[config.mk]
export PLATFORM = sky130hd
export DESIGN_NAME = pe_psum_drain
export DESIGN_NICKNAME = d
export VERILOG_FILES = /design/src/rtl/pe_pkg.sv /design/src/rtl/pe_result_fifo.sv /design/src/rtl/pe_psum_drain.sv
export SDC_FILE = /design/constraint.sdc
export NUM_CORES = 1
export LEC_CHECK = 0
export ABC_CLOCK_PERIOD_IN_PS = 2800
export BUFFER_PORTS_ARGS = -buffer_cell sky130_fd_sc_hd__buf_2
export CAP_MARGIN = 20
export CORE_ASPECT_RATIO = 0.7
export CORE_UTILIZATION = 45
export CTS_CLUSTER_DIAMETER = 120
export CTS_CLUSTER_SIZE = 16
export DETAILED_ROUTE_END_ITERATION = 10
export GPL_ROUTABILITY_DRIVEN = 0
export PLACE_DENSITY = 0.63
export SLEW_MARGIN = 20
export SYNTH_ARGS = -nofsm -noshare
export SYNTH_HDL_FRONTEND = slang
export SYNTH_SLANG_ARGS = --single-unit
[constraint.sdc]
create_clock -name clock -period 2.8 [get_ports clock]
set_input_delay 0.42 -clock clock [delete_from_list [all_inputs] [get_ports clock]]
set_output_delay 0.42 -clock clock [all_outputs]
set_load 0.02 [all_outputs]
[src/rtl/pe_pkg.sv]
// Shared types and helpers for the PE column partial-sum path.
// Optional build macro PSUM_SAT_EN (consumed by pe_psum_drain) selects saturating accumulation.
package pe_pkg;

   localparam int SUM_W_DEF = 24;
   localparam int ACC_W_DEF = 32;
   localparam int CNT_W_DEF = 8;
   localparam int DEPTH_DEF = 4;

   typedef logic signed [SUM_W_DEF-1:0] psum_t;
   typedef logic signed [ACC_W_DEF-1:0] acc_t;

   typedef enum logic {
      DRAIN_IDLE  = 1'b0,
      DRAIN_ACCUM = 1'b1
   } drain_state_e;

   typedef struct packed {
      logic               ovf;
      logic signed [63:0] sum;
   } add_res_t;

   // Operands arrive sign-extended to 64 bits; w (< 64) is the target signed width.
   // The 64-bit sum is exact, so range checks against the w-bit limits detect overflow.
   function automatic add_res_t sat_add(input logic signed [63:0] a,
                                        input logic signed [63:0] b,
                                        input int                 w,
                                        input logic               sat);
      logic signed [63:0] hi;
      logic signed [63:0] lo;
      logic signed [63:0] s;
      add_res_t           r;
      hi    = (64'sd1 <<< (w - 1)) - 64'sd1;
      lo    = -hi - 64'sd1;
      s     = a + b;
      r.ovf = (s > hi) || (s < lo);
      r.sum = s;
      if (sat && (s > hi)) r.sum = hi;
      else if (sat && (s < lo)) r.sum = lo;
      return r;
   endfunction

endpackage

[src/rtl/pe_result_fifo.sv]
// Small synchronous FIFO holding finished group results; full/empty are registered flags.
// DEPTH must be a power of two so the pointers wrap naturally.
module pe_result_fifo #(
   parameter int W     = 40,
   parameter int DEPTH = 4
) (
   input  logic         clock,
   input  logic         reset_n,
   input  logic         push,
   input  logic [W-1:0] push_data,
   input  logic         pop,
   output logic [W-1:0] pop_data,
   output logic         full,
   output logic         empty
);

   localparam int AW = $clog2(DEPTH);

   logic [W-1:0]  mem [DEPTH];
   logic [AW-1:0] wr_ptr;
   logic [AW-1:0] rd_ptr;
   logic [AW:0]   count;
   logic          full_q;
   logic          empty_q;
   logic          do_push;
   logic          do_pop;

   assign do_push  = push && !full_q;
   assign do_pop   = pop && !empty_q;
   assign pop_data = mem[rd_ptr];
   assign full     = full_q;
   assign empty    = empty_q;

   always_ff @(posedge clock or negedge reset_n) begin
      if (!reset_n) begin
         wr_ptr  <= '0;
         rd_ptr  <= '0;
         count   <= '0;
         full_q  <= 1'b0;
         empty_q <= 1'b1;
         for (int i = 0; i < DEPTH; i++) mem[i] <= '0;
      end else begin
         if (do_push) begin
            mem[wr_ptr] <= push_data;
            wr_ptr      <= wr_ptr + AW'(1);
         end
         if (do_pop) rd_ptr <= rd_ptr + AW'(1);
         // Simultaneous push and pop leaves occupancy and flags untouched.
         case ({do_push, do_pop})
            2'b10: begin
               count   <= count + (AW+1)'(1);
               full_q  <= (count == (AW+1)'(DEPTH - 1));
               empty_q <= 1'b0;
            end
            2'b01: begin
               count   <= count - (AW+1)'(1);
               empty_q <= (count == (AW+1)'(1));
               full_q  <= 1'b0;
            end
            default: ;
         endcase
      end
   end

endmodule

[src/rtl/pe_psum_drain.sv]
// Column-bottom sink: folds PE partial-sum beats into per-group results and queues them.
// Build macro PSUM_SAT_EN: saturate the accumulator on overflow instead of wrapping.
module pe_psum_drain
   import pe_pkg::*;
#(
   parameter int SUM_W = SUM_W_DEF,
   parameter int ACC_W = ACC_W_DEF,
   parameter int DEPTH = DEPTH_DEF,
   parameter int CNT_W = CNT_W_DEF
) (
   input  logic             clock,
   input  logic             reset_n,
   input  logic             i_valid,
   output logic             i_ready,
   input  logic [SUM_W-1:0] i_sum,
   input  logic             i_last,
   output logic             o_valid,
   input  logic             o_ready,
   output logic [ACC_W-1:0] o_data,
   output logic [CNT_W-1:0] o_beats,
   output logic             o_ovf,
   output drain_state_e     dbg_state
);

`ifdef PSUM_SAT_EN
   localparam logic SAT_EN = 1'b1;
`else
   localparam logic SAT_EN = 1'b0;
`endif

   localparam logic [CNT_W-1:0] CNT_MAX = '1;

   drain_state_e       state;
   logic [ACC_W-1:0]   acc_q;
   logic [CNT_W-1:0]   cnt_q;
   logic               ovf_q;
   logic               run_q;
   logic               fifo_full;
   logic               fifo_empty;
   logic               beat;
   logic               push;
   logic               pop;
   logic [ACC_W-1:0]   sext_sum;
   logic [ACC_W-1:0]   acc_next;
   logic [CNT_W-1:0]   cnt_inc;
   add_res_t           add_r;
   logic [ACC_W+CNT_W-1:0] push_data;
   logic [ACC_W+CNT_W-1:0] head;
   logic               unused_hi;

   // Both ports: a transfer happens on a clock edge where valid && ready; valid never waits on ready.
   assign beat     = i_valid && i_ready;
   assign i_ready  = run_q && !fifo_full;
   assign pop      = o_valid && o_ready;
   assign o_valid  = !fifo_empty;
   assign o_data   = head[ACC_W+CNT_W-1:CNT_W];
   assign o_beats  = head[CNT_W-1:0];
   assign o_ovf    = ovf_q;
   assign dbg_state = state;

   assign sext_sum  = ACC_W'(signed'(i_sum));
   assign add_r     = sat_add(64'(signed'(acc_q)), 64'(signed'(i_sum)), ACC_W, SAT_EN);
   assign acc_next  = add_r.sum[ACC_W-1:0];
   assign unused_hi = ^add_r.sum[63:ACC_W];
   assign cnt_inc   = (cnt_q == CNT_MAX) ? cnt_q : cnt_q + CNT_W'(1);

   assign push      = beat && i_last;
   assign push_data = (state == DRAIN_ACCUM) ? {acc_next, cnt_inc} : {sext_sum, CNT_W'(1)};

   always_ff @(posedge clock or negedge reset_n) begin
      if (!reset_n) begin
         state <= DRAIN_IDLE;
         acc_q <= '0;
         cnt_q <= '0;
         ovf_q <= 1'b0;
         run_q <= 1'b0;
      end else begin
         run_q <= 1'b1;
         if (beat) begin
            case (state)
               DRAIN_IDLE: begin
                  // A last beat here is a single-beat group and goes straight to the FIFO.
                  if (!i_last) begin
                     acc_q <= sext_sum;
                     cnt_q <= CNT_W'(1);
                     state <= DRAIN_ACCUM;
                  end
               end
               DRAIN_ACCUM: begin
                  if (add_r.ovf) ovf_q <= 1'b1;
                  if (!i_last) begin
                     acc_q <= acc_next;
                     cnt_q <= cnt_inc;
                  end else begin
                     acc_q <= '0;
                     cnt_q <= '0;
                     state <= DRAIN_IDLE;
                  end
               end
               default: state <= DRAIN_IDLE;
            endcase
         end
      end
   end

   pe_result_fifo #(
      .W     (ACC_W + CNT_W),
      .DEPTH (DEPTH)
   ) u_fifo (
      .clock     (clock),
      .reset_n   (reset_n),
      .push      (push),
      .push_data (push_data),
      .pop       (pop),
      .pop_data  (head),
      .full      (fifo_full),
      .empty     (fifo_empty)
   );

endmodule
# After elaboration in Yosys (flattened, before gate mapping)
# Index checks and enable logic that the tools add are counted.
# word_totals
ff_bits,212
in_bits,29
output_inout_bits,44
wordCells,65
# classes
add_sub_neg,6
order_cmp,5
eq_ne,6
n_mux,18
n_bitwise,3
n_reduce_logical,13
# ops
operator,count
bitwise mux 160 bit,1
two-way mux 40 bit,4
binary-select mux 40 bit (select 2 bit),1
demux 40 bit (select 2 bit),1
two-way mux 32 bit,2
one-hot mux 32 bit (2 select lines),1
adder 32 x 24 -> 33 bit,1
greater-than comparator 33 x 32 -> 1 bit (second input constant),1
< comparator 33 x 32 -> 1 bit (second input constant),1
two-way mux 8 bit,3
one-hot mux 8 bit (2 select lines),1
adder 8 x 1 -> 8 bit (second input constant),1
== test 8 bit (second input constant),1
logical AND 1 bit,7
>= comparator 3 bit (second input constant),2
inverter 2 -> 3 bit,2
one-hot mux 3 bit (2 select lines),1
adder 2 x 1 -> 2 bit (second input constant),2
one-hot mux 1 bit (2 select lines),2
adder 3 x 1 -> 3 bit (second input constant),1
== test 3 x 1 -> 1 bit (second input constant),1
== test 3 x 2 -> 1 bit (second input constant),1
< comparator 3 x 1 -> 1 bit (second input constant),1
AND reduction 3 bit,1
other kinds (10),11

# Logic depth before layout (Yosys ltp)
# logic_depth
word_depth,7
ltp_mapped,10
mapped_depth_nobuf,10

# Cells and area by module
# Synthesis repeated with hierarchy kept, for this count alone.
# hier_totals
hier_cells,897
hier_area_um2,12296.8
# modules_own_cells
module,instances,cells_per_inst,area_per_inst_um2,seq_area_each_um2
pe_result_fifo,1,439,8291.7,4230.3
pe_psum_drain,1,458,4005.1,1076.0

# Least setup slack after synthesis
# Ideal clock, no wire load.
# synth_timing
path_type,input-to-reg
from,input i_sum[0]
to,register u_fifo.mem[106] (netlist name)
setup_time_ns,0.125
arrival_time_ns,2.653
required_time_ns,2.675
path_slack_ns,0.022
path_stages,10
path_buffers,0
path_cell_list,ha_1 -> fa_1 -> a21o_1 -> a221oi_4 -> nand4_4 -> a31oi_4 -> o21ai_2 -> xor2_1 -> mux2_4 -> mux2_4
# synth_via
elab_chain_len,3
# synth_rtl
item,line_no,source
start: declaration,pe_psum_drain.sv:15,"input logic [SUM_W-1:0] i_sum,"
adder 32 x 24 -> 33 bit,pe_pkg.sv:35,s = a + b;
two-way mux 40 bit,pe_psum_drain.sv:68,"assign push_data = (state == DRAIN_ACCUM) ? {acc_next, cnt_inc} : {sext_sum, CNT_W'(1)};"
bitwise mux 160 bit,pe_result_fifo.sv:44,mem[wr_ptr] <= push_data;
end signal: indexed assignment,pe_result_fifo.sv:44,
end: declaration,pe_result_fifo.sv:19,logic [W-1:0] mem [DEPTH];
# Every way passes these cells.
# A chain may end at the register's enable or synchronous reset.

# Worst setup path after layout
# layout_timing
from,register acc_q[0]
to,register u_fifo.mem[26] (netlist name)
# layout_via
elab_chain_len,3
# layout_rtl
item,line_no,source
start: declaration,pe_psum_drain.sv:34,logic [ACC_W-1:0] acc_q;
start signal: assignment,pe_psum_drain.sv:84,acc_q <= sext_sum;
start signal: assignment,pe_psum_drain.sv:92,acc_q <= acc_next;
adder 32 x 24 -> 33 bit,pe_pkg.sv:35,
two-way mux 40 bit,pe_psum_drain.sv:68,
bitwise mux 160 bit,pe_result_fifo.sv:44,
# Every way passes these cells.

==> flow_summary.toml <==
[outcome]
outcome = "completed"

[logic_synthesis]
post_synth_inst_count = 1105
synth_top_family_by_area = "compound AO/OA/AOI/OAI gates"
synthAdderAreaFrac_pct = 4.90
yosysTopAreaCell = "sky130_fd_sc_hd__dfrtp_1"
post_synth_instance_area_um2 = 11100
postSynthNetCount = 1177
postSynth.asyncResetShare_pct = 100
list_of_most_frequent_post_synthesis_cells = "211 x sky130_fd_sc_hd__dfrtp_1, 195 x sky130_fd_sc_hd__nand2_1, 154 x sky130_fd_sc_hd__o21ai_0"
synth_ff_type = "sky130_fd_sc_hd__dfrtp_1"
synth_compound_area_share_pct = 17.0
synth-edff-count = 0
ys_seq_area_share_pct = 47.7
synth.mux.area_fraction_pct = 12.2
synth.distinct_cells = 64
netlist_top_cells_area = "sky130_fd_sc_hd__dfrtp_1 47%, sky130_fd_sc_hd__mux4_2 8.1%, sky130_fd_sc_hd__o21ai_0 6.9%, sky130_fd_sc_hd__nand2_1 6.6%, sky130_fd_sc_hd__ha_1 4.7%"
post-synth-top-area-fraction_pct = 47.4
yosys.cell_count.top_type = "sky130_fd_sc_hd__dfrtp_1"
flop_and_latch_count_out_of_synthesis = 212
share_of_the_synthesized_netlist_area_taken_by_xor_and_xnor_gates_pct = 2.20
postSynthAreaPerCell_um2 = 10.1
synthSimpleGateAreaFrac_pct = 13.1
yosys_warnings = 0

[drt]
ant_nets = 0
drtPass1Iterations = 5
dr_wl_cell_um = 19.0
detailed_route_via_count = 8770
via_per_inst = 5.69
totalWireLength_um = 29300
drc = 0
drt_iter0_drc = 778

[layout]
post-route-cell-area_um2 = 13000
n_fill_cell = 2134
areaGrowthSynthToFinish_pct = 16.6
ant_diodes = 0
num-nets-final = 1290
post_route_cells_drive_above_1_share_pct = 22.1
postLayoutCoreUtil_pct = 54.2

[cts]
cts_tree = "built"
ctsHtreeMaxLevel = 1
clock_sink_count = 212
insertion_delay_of_the_later_clocked_pin_in_the_worst_skew_pair_ns = 0.50
cts-root-buf = "sky130_fd_sc_hd__clkbuf_16"
cts-root-to-sink-buffers = 3
cts-buffers-inserted = 17
clk_pin_slew_worst_paths_ns = 0.07

[timing]
setup_viol_count_final = 0
worst-slew-pin-transition_ns = 0.759
max-slew-margin-rel_pct = 49.3
final_clock_period_utilization_by_the_worst_path_pct = 99.9
setup_repair_after_global_routing_missed_its_margin = "yes"
clock.fmax_ghz = 0.358
total_count_of_max_transition_violations_in_the_final_report = 0
finalClockSkew_ns = 0.0216
timing.final.crit_period_ns = 2.80
timing.final.hold_violations = 0
fin_tns_setup_ns = 0

[placement]
io_buffers = 72
post_dp_cell_area_um2 = 12400
dp_hpwl_um = 20900

[floorplanning]
floorplan.rows = 47
dieHeight_um = 134
die_area_um2 = 25400
io_pins = 73
placeableCoreArea_um2 = 23900
initial_utilization_pct = 46.5
die_width_um = 190

[power_and_ir_drop]
pwr_density_cell_nw_per_um2 = 1180
power.leakage_nw = 5.86
ir_worst_vdd_mv = 0.572
design_power_total_mw = 15.3

[setup_path]
worst_path_dominant_cell_family = "compound AO/OA/AOI/OAI gates"
cpMaxStageDelayCell = "sky130_fd_sc_hd__dfrtp_1"
path_cells = "ha_2 -> fa_2 -> a21o_1 -> a221oi_4 -> nand4_4 -> a31oi_4 -> o21ai_2 -> xor2_1 -> mux2_4 -> mux2_4"
reg2reg_slack_ns = 0.003
timing.setup.critical_path_class = "reg -> reg"
crit_path_max_incr_delay_ns = 0.38
cp.buffers_inverters = 0
crit_fanout = 5
crit_path_end_kind = "flop"
worstPathArrival_ns = 3.17
cp_common_cell = "sky130_fd_sc_hd__mux2_4"
timing.critical_path.required_ns = 3.17
worstSetupStartpointType = "flop"

[global_route]
first_global_vias = 8301
wire_length_of_the_first_global_routing_pass_um = 47100
antenna_found_initial = 2
grt_overflow = 0
grt_util_all_layers_pct = 23.8
grt_max_degree = 70

[flow_run]
timing.max_cap.violations = 0

[min_path]
hold_path.class = "in -> reg"
timing repair:
action	CTS	global route
endpoints found under the setup margin	10	65
gates resized for setup	1	24
buffers inserted	0	4
gates cloned	0	0
hold buffers	1	0
pin swaps	2	18
hold endpoints to repair	65	0
kinds of logic after synthesis:
family,after synthesis
AND/OR/NAND/NOR,335
buffers and inverters,84
other,1
AO/OA/AOI/OAI,321
adder cells (fa/ha/maj),43
XOR/XNOR,28
flip-flops,212
multiplexers,81
worst register-to-register path, delay by kind of cell (launching register included):
| family | cells | cell delay (ns) |
|---|---|---|
| simple gates | 1 | 0.20 |
| fa+ha+maj | 2 | 0.54 |
| compound gates | 4 | 0.87 |
| flops | 1 | 0.38 |
| xor+xnor | 1 | 0.14 |
| mux | 2 | 0.56 |
cell type report:
cell class / instances / area [um^2] / area share (%)
Tap cell: 318 / 398 / 3.07
Clock inverter: 2 / 25.0 / 0.193
Multi-Input combinational cell: 809 / 5630 / 43.4
Inverter: 18 / 67.6 / 0.521
Timing Repair Buffer: 160 / 1090 / 8.44
Clock buffer: 23 / 448 / 3.45
Sequential cell: 212 / 5310 / 40.9
metal layers:
metal  global-route usage (%)  routed length (um)  vias to the layer above
li1                         -                   -                     4178
met1                     39.1               14900                     4304
met2                     32.2               11900                      255
met3                     4.24                2100                       31
met4                     4.70                 414                        2
met5                        0                  11                        -
flip-flops by register name, indices dropped and copies added, names as in the netlist:
register,cells
dbg_state,1
cnt_q,8
u_fifo.wr_ptr,2
run_q,1
u_fifo.count,3
acc_q,32
o_ovf,1
u_fifo.rd_ptr,2
u_fifo.full,1
u_fifo.empty,1
u_fifo.mem,160
per-stage QoR:
step	setup WS (ns)	hold WS, ns	std cells
floorplan	0.0222	0.124	1105
global placement	-0.182	0.454	1512
detailed placement	-0.205	0.465	1512
CTS	-0.00736	0.308	1538
global route	-0.0844	0.333	1542
finish	0.00280	0.316	1542
path summary, 6_finish.rpt:
| path | start | to | depth (start not counted) |
|---|---|---|---|
| setup / recovery | acc_q[0] | u_fifo.mem[26] | 10 |
| hold / removal | i_sum[7] | acc_q[7] | 3 |
| setup reg to reg | acc_q[0] | u_fifo.mem[26] | 10 |
| hold reg to reg | u_fifo.mem[35] | u_fifo.mem[35] | 2 |
| max in group asynchronous | reset_n | acc_q[21] | 3 |
| min in group asynchronous | reset_n | u_fifo.mem[90] | 2 |
report_power, final:
group | switching [mW] | internal (mW) | leakage (nW)
logic | 4.46 | 3.50 | 2.95
clock network | 1.11 | 1.13 | 0.228
registers | 0.767 | 4.29 | 2.69
placed cells by master (no fill, tap or decap), drive strengths merged, types with 9 or more instances in the layout:
| master | n |
|---|---|
| o21ai | 173 |
| xor2 | 9 |
| dfrtp | 211 |
| mux2i | 23 |
| a21oi | 70 |
| clkbuf | 24 |
| ha | 42 |
| nand3 | 16 |
| buf | 158 |
| and3 | 12 |
| nor2b | 9 |
| nand2 | 195 |
| xnor2 | 19 |
| mux2 | 18 |
| a31oi | 13 |
| inv | 18 |
| mux4 | 40 |
| a21o | 13 |
| nor2 | 62 |
No activity file was read; power rests on OpenSTA's default activity.
